`src/rtl/seq_det_pkg.sv`:
```
// -----------------------------------------------------------------------------
// seq_det_pkg
// Shared definitions for the serial pattern detector:
//   - MAXLEN       : widest pattern / history supported (bits)
//   - state_e      : controller state encoding (IDLE, RUN, DONE)
//   - DEF_*        : configuration loaded by reset ("110", overlap on, 256-bit frame)
//   - frame_bits() : turns the 8-bit frame field into a bit count (0 -> 256)
// -----------------------------------------------------------------------------
package seq_det_pkg;

  localparam int MAXLEN = 8;

  typedef enum logic [1:0] {
    IDLE = 2'd0,
    RUN  = 2'd1,
    DONE = 2'd2
  } state_e;

  localparam logic [MAXLEN-1:0] DEF_PATTERN = 8'h06;
  localparam logic [2:0]        DEF_LEN     = 3'd2;
  localparam logic              DEF_OVERLAP = 1'b1;
  localparam logic [7:0]        DEF_FRAME   = 8'd0;

  // A frame field of zero stands for the full 256-bit frame.
  function automatic logic [8:0] frame_bits(input logic [7:0] frame);
    if (frame == 8'd0) begin
      return 9'd256;
    end
    return {1'b0, frame};
  endfunction

endpackage

```
`src/rtl/seq_det_if.sv`:
```
// -----------------------------------------------------------------------------
// seq_det_if
// Control, configuration and data bundle of the sequence detector.
//   master : drives cfg_*, start, abort, x_valid, x_in; observes status
//   slave  : the detector; drives busy, done, match, match_cnt
//
// Handshake: x_valid qualifies x_in for one cycle. There is no ready signal
// and no backpressure: a bit is consumed on every x_valid cycle while busy is
// high, and is silently dropped whenever busy is low or abort is high in the
// same cycle. start, abort and cfg_wr are single-cycle level strobes that are
// only acted on in the state where they are meaningful.
// -----------------------------------------------------------------------------
interface seq_det_if #(
  parameter int MAXLEN = 8
);

  logic              cfg_wr;
  logic [MAXLEN-1:0] cfg_pattern;
  logic [2:0]        cfg_len;
  logic              cfg_overlap;
  logic [7:0]        cfg_frame;
  logic              start;
  logic              abort;
  logic              x_valid;
  logic              x_in;
  logic              busy;
  logic              done;
  logic              match;
  logic [7:0]        match_cnt;

  modport master (
    output cfg_wr, cfg_pattern, cfg_len, cfg_overlap, cfg_frame,
    output start, abort, x_valid, x_in,
    input  busy, done, match, match_cnt
  );

  modport slave (
    input  cfg_wr, cfg_pattern, cfg_len, cfg_overlap, cfg_frame,
    input  start, abort, x_valid, x_in,
    output busy, done, match, match_cnt
  );

endinterface

```
`src/rtl/seq_match_core.sv`:
```
// -----------------------------------------------------------------------------
// seq_match_core
// Bit history, fill counter and pattern comparison.
// Ports:
//   clk, rst  : clock, synchronous active-high reset
//   clear     : empty the history at the start of a run
//   shift_en  : a bit is being consumed this cycle
//   bit_in    : the bit being consumed
//   pattern   : pattern, bit [len] compared against the oldest bit
//   len       : pattern length minus one
//   overlap   : 1 = keep fill after a match, 0 = require fresh bits
//   hit       : combinational, the bit being consumed completes a match
// -----------------------------------------------------------------------------
module seq_match_core #(
  parameter int MAXLEN = seq_det_pkg::MAXLEN
) (
  input  logic              clk,
  input  logic              rst,
  input  logic              clear,
  input  logic              shift_en,
  input  logic              bit_in,
  input  logic [MAXLEN-1:0] pattern,
  input  logic [2:0]        len,
  input  logic              overlap,
  output logic              hit
);

  localparam int FW = $clog2(MAXLEN + 1);

  logic [MAXLEN-1:0] hist_q;
  logic [MAXLEN-1:0] hist_d;
  logic [MAXLEN-1:0] mask;
  logic [FW-1:0]     fill_q;
  logic [FW-1:0]     fill_d;
  logic [FW-1:0]     pat_bits;

  // Newest bit enters at position 0.
  assign hist_d   = {hist_q[MAXLEN-2:0], bit_in};
  assign fill_d   = (fill_q == FW'(MAXLEN)) ? fill_q : fill_q + FW'(1);
  assign pat_bits = FW'(len) + FW'(1);

  always_comb begin
    mask = '0;
    for (int i = 0; i < MAXLEN; i++) begin
      mask[i] = (i <= int'(len));
    end
  end

  // Compare against the history as it will be after this shift.
  assign hit = shift_en && (fill_d >= pat_bits) &&
               ((hist_d & mask) == (pattern & mask));

  always_ff @(posedge clk) begin
    if (rst || clear) begin
      hist_q <= '0;
      fill_q <= '0;
    end else if (shift_en) begin
      hist_q <= hist_d;
      fill_q <= (hit && !overlap) ? '0 : fill_d;
    end
  end

endmodule

```
`src/rtl/seq_det_ctrl.sv`:
```
// -----------------------------------------------------------------------------
// seq_det_ctrl
// Framed serial pattern detector: counts occurrences of a configurable
// 1..8-bit pattern in a run of cfg_frame bits (0 = 256).
// Ports:
//   clk, rst  : clock, synchronous active-high reset (loads default config)
//   bus       : seq_det_if slave (config, start/abort, serial data, status)
//   state_dbg : current controller state (seq_det_pkg::state_e encoding)
// -----------------------------------------------------------------------------
module seq_det_ctrl #(
  parameter int MAXLEN = seq_det_pkg::MAXLEN
) (
  input  logic        clk,
  input  logic        rst,
  seq_det_if.slave    bus,
  output logic [1:0]  state_dbg
);

  import seq_det_pkg::*;

  state_e            state_q;
  state_e            state_d;
  logic [MAXLEN-1:0] pat_q;
  logic [2:0]        len_q;
  logic              ovl_q;
  logic [7:0]        frame_q;
  logic [8:0]        bit_cnt_q;
  logic [7:0]        match_cnt_q;
  logic              match_q;

  logic              accept_bit;
  logic              run_clear;
  logic              last_bit;
  logic              hit;

  // Abort in the same cycle discards the bit, including the final one.
  assign accept_bit = (state_q == RUN) && !bus.abort && bus.x_valid;
  assign run_clear  = (state_q == IDLE) && bus.start;
  assign last_bit   = accept_bit && ((bit_cnt_q + 9'd1) == frame_bits(frame_q));

  seq_match_core #(
    .MAXLEN (MAXLEN)
  ) u_core (
    .clk      (clk),
    .rst      (rst),
    .clear    (run_clear),
    .shift_en (accept_bit),
    .bit_in   (bus.x_in),
    .pattern  (pat_q),
    .len      (len_q),
    .overlap  (ovl_q),
    .hit      (hit)
  );

  always_comb begin
    state_d = state_q;
    case (state_q)
      IDLE:    if (bus.start) state_d = RUN;
      RUN: begin
        if (bus.abort) begin
          state_d = IDLE;
        end else if (last_bit) begin
          state_d = DONE;
        end
      end
      DONE:    state_d = IDLE;
      default: state_d = IDLE;
    endcase
  end

  always_ff @(posedge clk) begin
    if (rst) begin
      state_q     <= IDLE;
      pat_q       <= DEF_PATTERN;
      len_q       <= DEF_LEN;
      ovl_q       <= DEF_OVERLAP;
      frame_q     <= DEF_FRAME;
      bit_cnt_q   <= '0;
      match_cnt_q <= '0;
      match_q     <= 1'b0;
    end else begin
      state_q <= state_d;
      match_q <= accept_bit && hit;
      // Written together with start, the new config governs the new run.
      if ((state_q == IDLE) && bus.cfg_wr) begin
        pat_q   <= bus.cfg_pattern;
        len_q   <= bus.cfg_len;
        ovl_q   <= bus.cfg_overlap;
        frame_q <= bus.cfg_frame;
      end
      if (run_clear) begin
        bit_cnt_q   <= '0;
        match_cnt_q <= '0;
      end else if (accept_bit) begin
        bit_cnt_q <= bit_cnt_q + 9'd1;
        if (hit && (match_cnt_q != 8'hFF)) begin
          match_cnt_q <= match_cnt_q + 8'd1;
        end
      end
    end
  end

  assign bus.busy      = (state_q == RUN);
  assign bus.done      = (state_q == DONE);
  assign bus.match     = match_q;
  assign bus.match_cnt = match_cnt_q;
  assign state_dbg     = state_q;

endmodule

```
`src/flat_wrapper.sv`:
```
// flat-port wrapper written by rule: the top's interface ports become plain ports
module seq_det_ctrl_flat import seq_det_pkg::*;
#(
  parameter int MAXLEN = seq_det_pkg::MAXLEN
)
  (clk, rst, state_dbg, bus_cfg_wr, bus_cfg_pattern, bus_cfg_len, bus_cfg_overlap, bus_cfg_frame, bus_start, bus_abort, bus_x_valid, bus_x_in, bus_busy, bus_done, bus_match, bus_match_cnt);
  seq_det_if #(.MAXLEN(MAXLEN)) bus_i ();
  input  logic clk;
  input  logic rst;
  output logic [1:0] state_dbg;
  input wire logic [$bits(bus_i.cfg_wr)-1:0] bus_cfg_wr;
  input wire logic [$bits(bus_i.cfg_pattern)-1:0] bus_cfg_pattern;
  input wire logic [$bits(bus_i.cfg_len)-1:0] bus_cfg_len;
  input wire logic [$bits(bus_i.cfg_overlap)-1:0] bus_cfg_overlap;
  input wire logic [$bits(bus_i.cfg_frame)-1:0] bus_cfg_frame;
  input wire logic [$bits(bus_i.start)-1:0] bus_start;
  input wire logic [$bits(bus_i.abort)-1:0] bus_abort;
  input wire logic [$bits(bus_i.x_valid)-1:0] bus_x_valid;
  input wire logic [$bits(bus_i.x_in)-1:0] bus_x_in;
  output wire logic [$bits(bus_i.busy)-1:0] bus_busy;
  output wire logic [$bits(bus_i.done)-1:0] bus_done;
  output wire logic [$bits(bus_i.match)-1:0] bus_match;
  output wire logic [$bits(bus_i.match_cnt)-1:0] bus_match_cnt;
  assign bus_i.cfg_wr = bus_cfg_wr;
  assign bus_i.cfg_pattern = bus_cfg_pattern;
  assign bus_i.cfg_len = bus_cfg_len;
  assign bus_i.cfg_overlap = bus_cfg_overlap;
  assign bus_i.cfg_frame = bus_cfg_frame;
  assign bus_i.start = bus_start;
  assign bus_i.abort = bus_abort;
  assign bus_i.x_valid = bus_x_valid;
  assign bus_i.x_in = bus_x_in;
  assign bus_busy = bus_i.busy;
  assign bus_done = bus_i.done;
  assign bus_match = bus_i.match;
  assign bus_match_cnt = bus_i.match_cnt;
  seq_det_ctrl #(.MAXLEN(MAXLEN)) u_core (.clk(clk), .rst(rst), .bus(bus_i), .state_dbg(state_dbg));
endmodule
```
`config.mk`:
```
export PLATFORM = sky130hd
export DESIGN_NAME = seq_det_ctrl_flat
export DESIGN_NICKNAME = d
export VERILOG_FILES = /design/src/rtl/seq_det_pkg.sv /design/src/rtl/seq_det_if.sv /design/src/rtl/seq_match_core.sv /design/src/rtl/seq_det_ctrl.sv /design/src/flat_wrapper.sv
export SDC_FILE = /design/constraint.sdc
export NUM_CORES = 1
export LEC_CHECK = 0
export ABC_AREA = 1
export CORE_ASPECT_RATIO = 0.75
export CORE_UTILIZATION = 30
export DETAILED_ROUTE_END_ITERATION = 12
export GPL_TIMING_DRIVEN = 1
export PLACE_DENSITY = 0.6
export SETUP_SLACK_MARGIN = 0.4
export SLEW_MARGIN = 15
export SYNTH_ARGS = -nofsm -noshare
export SYNTH_HDL_FRONTEND = slang
export SYNTH_SLANG_ARGS = --single-unit
```
`constraint.sdc`:
```
create_clock -name clk -period 2.4 [get_ports clk]
set_clock_uncertainty 0.05 [all_clocks]
set_input_delay 0.36 -clock clk [delete_from_list [all_inputs] [get_ports clk]]
set_output_delay 0.36 -clock clk [all_outputs]
set_load 0.005 [all_outputs]
```
==> results.md, run 1 <==
- Result of the run: finished, violations left
- Violations in the final reports: DRC
- Initial drt markers: 128
- Clk pwr share: 37.6%
- Worst-case vdd ir drop: 0.2708 mV
- CTS H-tree depth: 2
- Hold WC Path Type: flop to flop
- Slew Limit Fails: 0
- Dominant combinational cell family by area after synthesis: simple AND/OR/NAND/NOR gates
- Final core utilization: 41.55%
- DP HPWL: 4944 um
- Vias per cell: 4.557
- Post-Syn Area: 2734 um^2
- Comb pwr share: 16.8%
- Placement Rows: 29
- Clk Latency, worst-skew pair: 0.29 ns
- Number of buffers created by CTS: 5
- Core area: 8636 um^2
- Max Fclk: 480.5 MHz
- Highest-count cells in the layout ignoring fill and taps: nand2_1, inv_1, dfxtp_1
- Slew at the pin closest to its max-slew limit: 0.5201 ns
- Reg2Reg Depth: 14
- Number of stages on the worst hold path: 2
- YS warnings: 0
- Hold-fix buffer count after cts: 0
- Worst endpoint data arrival time: 2.23 ns
- Internal power: 1.453 mW
- Required time at the worst-slack endpoint: 2.54 ns
- Worst slew margin relative to its limit: 65.33%
- Placer's final routability congestion estimate: 0.8349
- MaxCap Viol Count: 0
- Synthesis-to-finish area growth: 31.26%
- Die X: 112.2 um
- Total Routed Length: 6789 um
- Commonest non-fill, non-tap cell in the layout: nand2_1
- Synthesis-stage register bit count: 51
- Final setup violation count: 0
- Number of diodes added for antenna fixing: 0
- # nets final: 485
- Tcrit/Tclk final: 86.72%
- Clock tree from TritonCTS: done
- All-layer global routing usage: 15.23%
- Post-synthesis instance total: 400
- Number of antenna violations at the first check in global routing: 0
- Distinct cells, synth: 29
- TNS Setup: 0 ns
- Adder and majority gate portion of the synthesized area: 5.492%
- Clk root buf: clkbuf_16
- Total congestion overflow: 0
- Number of vias in the routed layout: 2,529
- Share of power burned in registers: 45.6%
- Area fraction in and, or, nand and nor cells after synthesis: 28.01%
- Overall die height: 84.67 um
- Final critical-path required period: 2.081 ns
- Worst hold margin: 0.4227 ns
- Maximum net fanout on the critical path: 8
- P_leak: 1.553 nW
- RSZ-0062 raised after global routing: yes
- Clock-pin slew of the registers on the worst-case setup and hold paths: 0.07 ns
- Hold Fails Final Rpt: 0
- Net Sw Power: 0.5518 mW
- XOR/XNOR Fraction of Synth Area: 4.027%
- Power density over the cells: 558.6 nW/um^2
- Startpoint kind of the worst setup timing path: flop
- Maximum clock insertion buffer count: 2
- Category of the worst setup path capture point: flop
- DRC violation count after routing: 3
- Path type of the worst setup path: flop to flop
- Multiplexer share of the synthesized area: 0%
- Maximum number of pins on one net before global-route repair: 29
- Initial Utilization: 31.66%
- Number of clock sinks seen by CTS: 51
- Antenna violation net count after detailed routing: 0
- Fraction of layout cells with a size suffix above 1: 12.98%
- Number of global-route vias before repair: 2,378
- Synthesized netlist net count: 439
- Global-route wire length before repair: 11,360 um
- Share of the synthesized area in compound gates (AO/OA/AOI/OAI): 14.60%
- Wire length per cell after detailed routing: 12.23 um
- Floorplan die area: 9503 um^2
- Total I/O pin count: 40
- Synthesized area per cell: 6.835 um^2
- Sequential fraction of the synthesis area: 37.35%
- Number of buffers added on ports: 39
- First drt pass iteration count: 8
- Switching power share of the total: 27.53%
[cells by family after synthesis]
kind of cell	after synthesis
simple gates	173
compound gates	77
buf+inv	76
flops	51
fa+ha+maj	12
xor+xnor	11
[power by group through the flow]
stage | combinational (mW) | sequential (mW) | clock [mW]
final | 0.337 | 0.913 | 0.754
after global routing | 0.381 | 0.918 | 0.808
after CTS | 0.329 | 0.915 | 0.777
after detailed placement | 0.291 | 0.934 | 0
after global placement | 0.286 | 0.933 | 0
after floorplan | 0.185 | 0.926 | 0
[through the flow]
step	setup WS (ns)	instances	power [mW]	instance area (um^2)
final	0.3188	555	2.004	3588
after global routing	0.1829	555	2.107	3588
after CTS	0.2565	553	2.021	3545
after detailed placement	0.2097	543	1.224	3276
after global placement	0.2567	543	1.219	3276
after floorplan	0.4100	400	1.111	2741
[cell type report]
type                    count  area [um^2]
fillers                   933         5047
multi-input cells         273         1549
repair buffers             50        473.0
clock buffers               6        138.9
clock inverters             2        16.27
flip-flops and latches     51         1032
well taps                 108        135.1
inverters                  65        244.0
[routing by layer]
metal	share of wire (%)	track usage [%]	wire, um	vias up
met3	4.6	4.116	313	4
met2	41	22.53	2755	51
met5	0	0	0	-
li1	-	-	-	1365
met4	0.43	2.909	29	0
met1	54	22.13	3691	1109
[critical path: stages, from the launching register on]
cell and delay, ns:
dfxtp_2 0.34, inv_2 0.07, ha_4 0.15, nand2_4 0.05
nor2_4 0.11, xor2_2 0.18, inv_2 0.07, ha_4 0.27
nand3_4 0.07, nand3_4 0.10, nand3_4 0.09, nor2_4 0.19
nand2_1 0.07, o21ai_1 0.11, nor2_1 0.04
[timing repair]
item                       CTS  global route
pin swaps                   12             9
gates resized for setup     27             9
setup endpoints to repair   12            15
setup buffers                2             2
[state kept, by name, indices dropped and copies added, names as in the netlist, 2 cells and up]
signal,flops
u_core.bit_cnt_q,9
u_core.bus.match_cnt,8
u_core.frame_q,8
u_core.len_q,3
u_core.pat_q,8
u_core.state_dbg,2
u_core.u_core.fill_q,4
u_core.u_core.hist_q,7
[cell usage after synthesis]
cell,count,area share [%]
nor2_1,50,6.9
nand4_1,7,1.6
or2_1,1,0.23
inv_2,1,0.14
dfxtp_1,51,37
xor2_1,7,2.2
nand3_1,27,4.9
nand3_4,1,0.64
buf_1,1,0.14
nor3_1,2,0.37
or2_2,1,0.23
a21oi_1,32,5.9
nand3_2,2,0.73
xnor2_1,3,0.96
nand2_1,76,10
nor2_4,3,1.2
clkbuf_1,8,1.1
nor2_2,1,0.23
nand2_2,1,0.23
o21ai_0,36,6.6
buf_2,2,0.37
clkinv_1,1,0.14
inv_1,63,8.7
o211ai_1,4,1.1
ha_1,12,5.5
a21oi_2,1,0.32
nand3b_1,1,0.27
xnor3_1,1,0.82
o21ai_1,4,0.73
[final timing paths]
| kind | startpoint | to | slack [ns] |
|---|---|---|---|
| worst max-delay path | u_core.u_core.fill_q[1] | u_core.bus.match_cnt[2] | 0.32 |
| worst min-delay path | u_core.pat_q[0] | u_core.pat_q[0] | 0.42 |
| worst max register to register | u_core.u_core.fill_q[1] | u_core.bus.match_cnt[2] | 0.32 |
| worst min register to register | u_core.pat_q[0] | u_core.pat_q[0] | 0.42 |
No activity file was read; power rests on OpenSTA's default activity.
==> inputs of run 2 (changes only) <==
--- a/config.mk
+++ b/config.mk
@@ -6,6 +6,7 @@
 export NUM_CORES = 1
 export LEC_CHECK = 0
 export ABC_AREA = 1
+export CAP_MARGIN = 20
 export CORE_ASPECT_RATIO = 0.75
 export CORE_UTILIZATION = 30
 export DETAILED_ROUTE_END_ITERATION = 12
==> results of run 2 <==
Same layout as run 1: the final DEF is identical, and so are final timing and power.
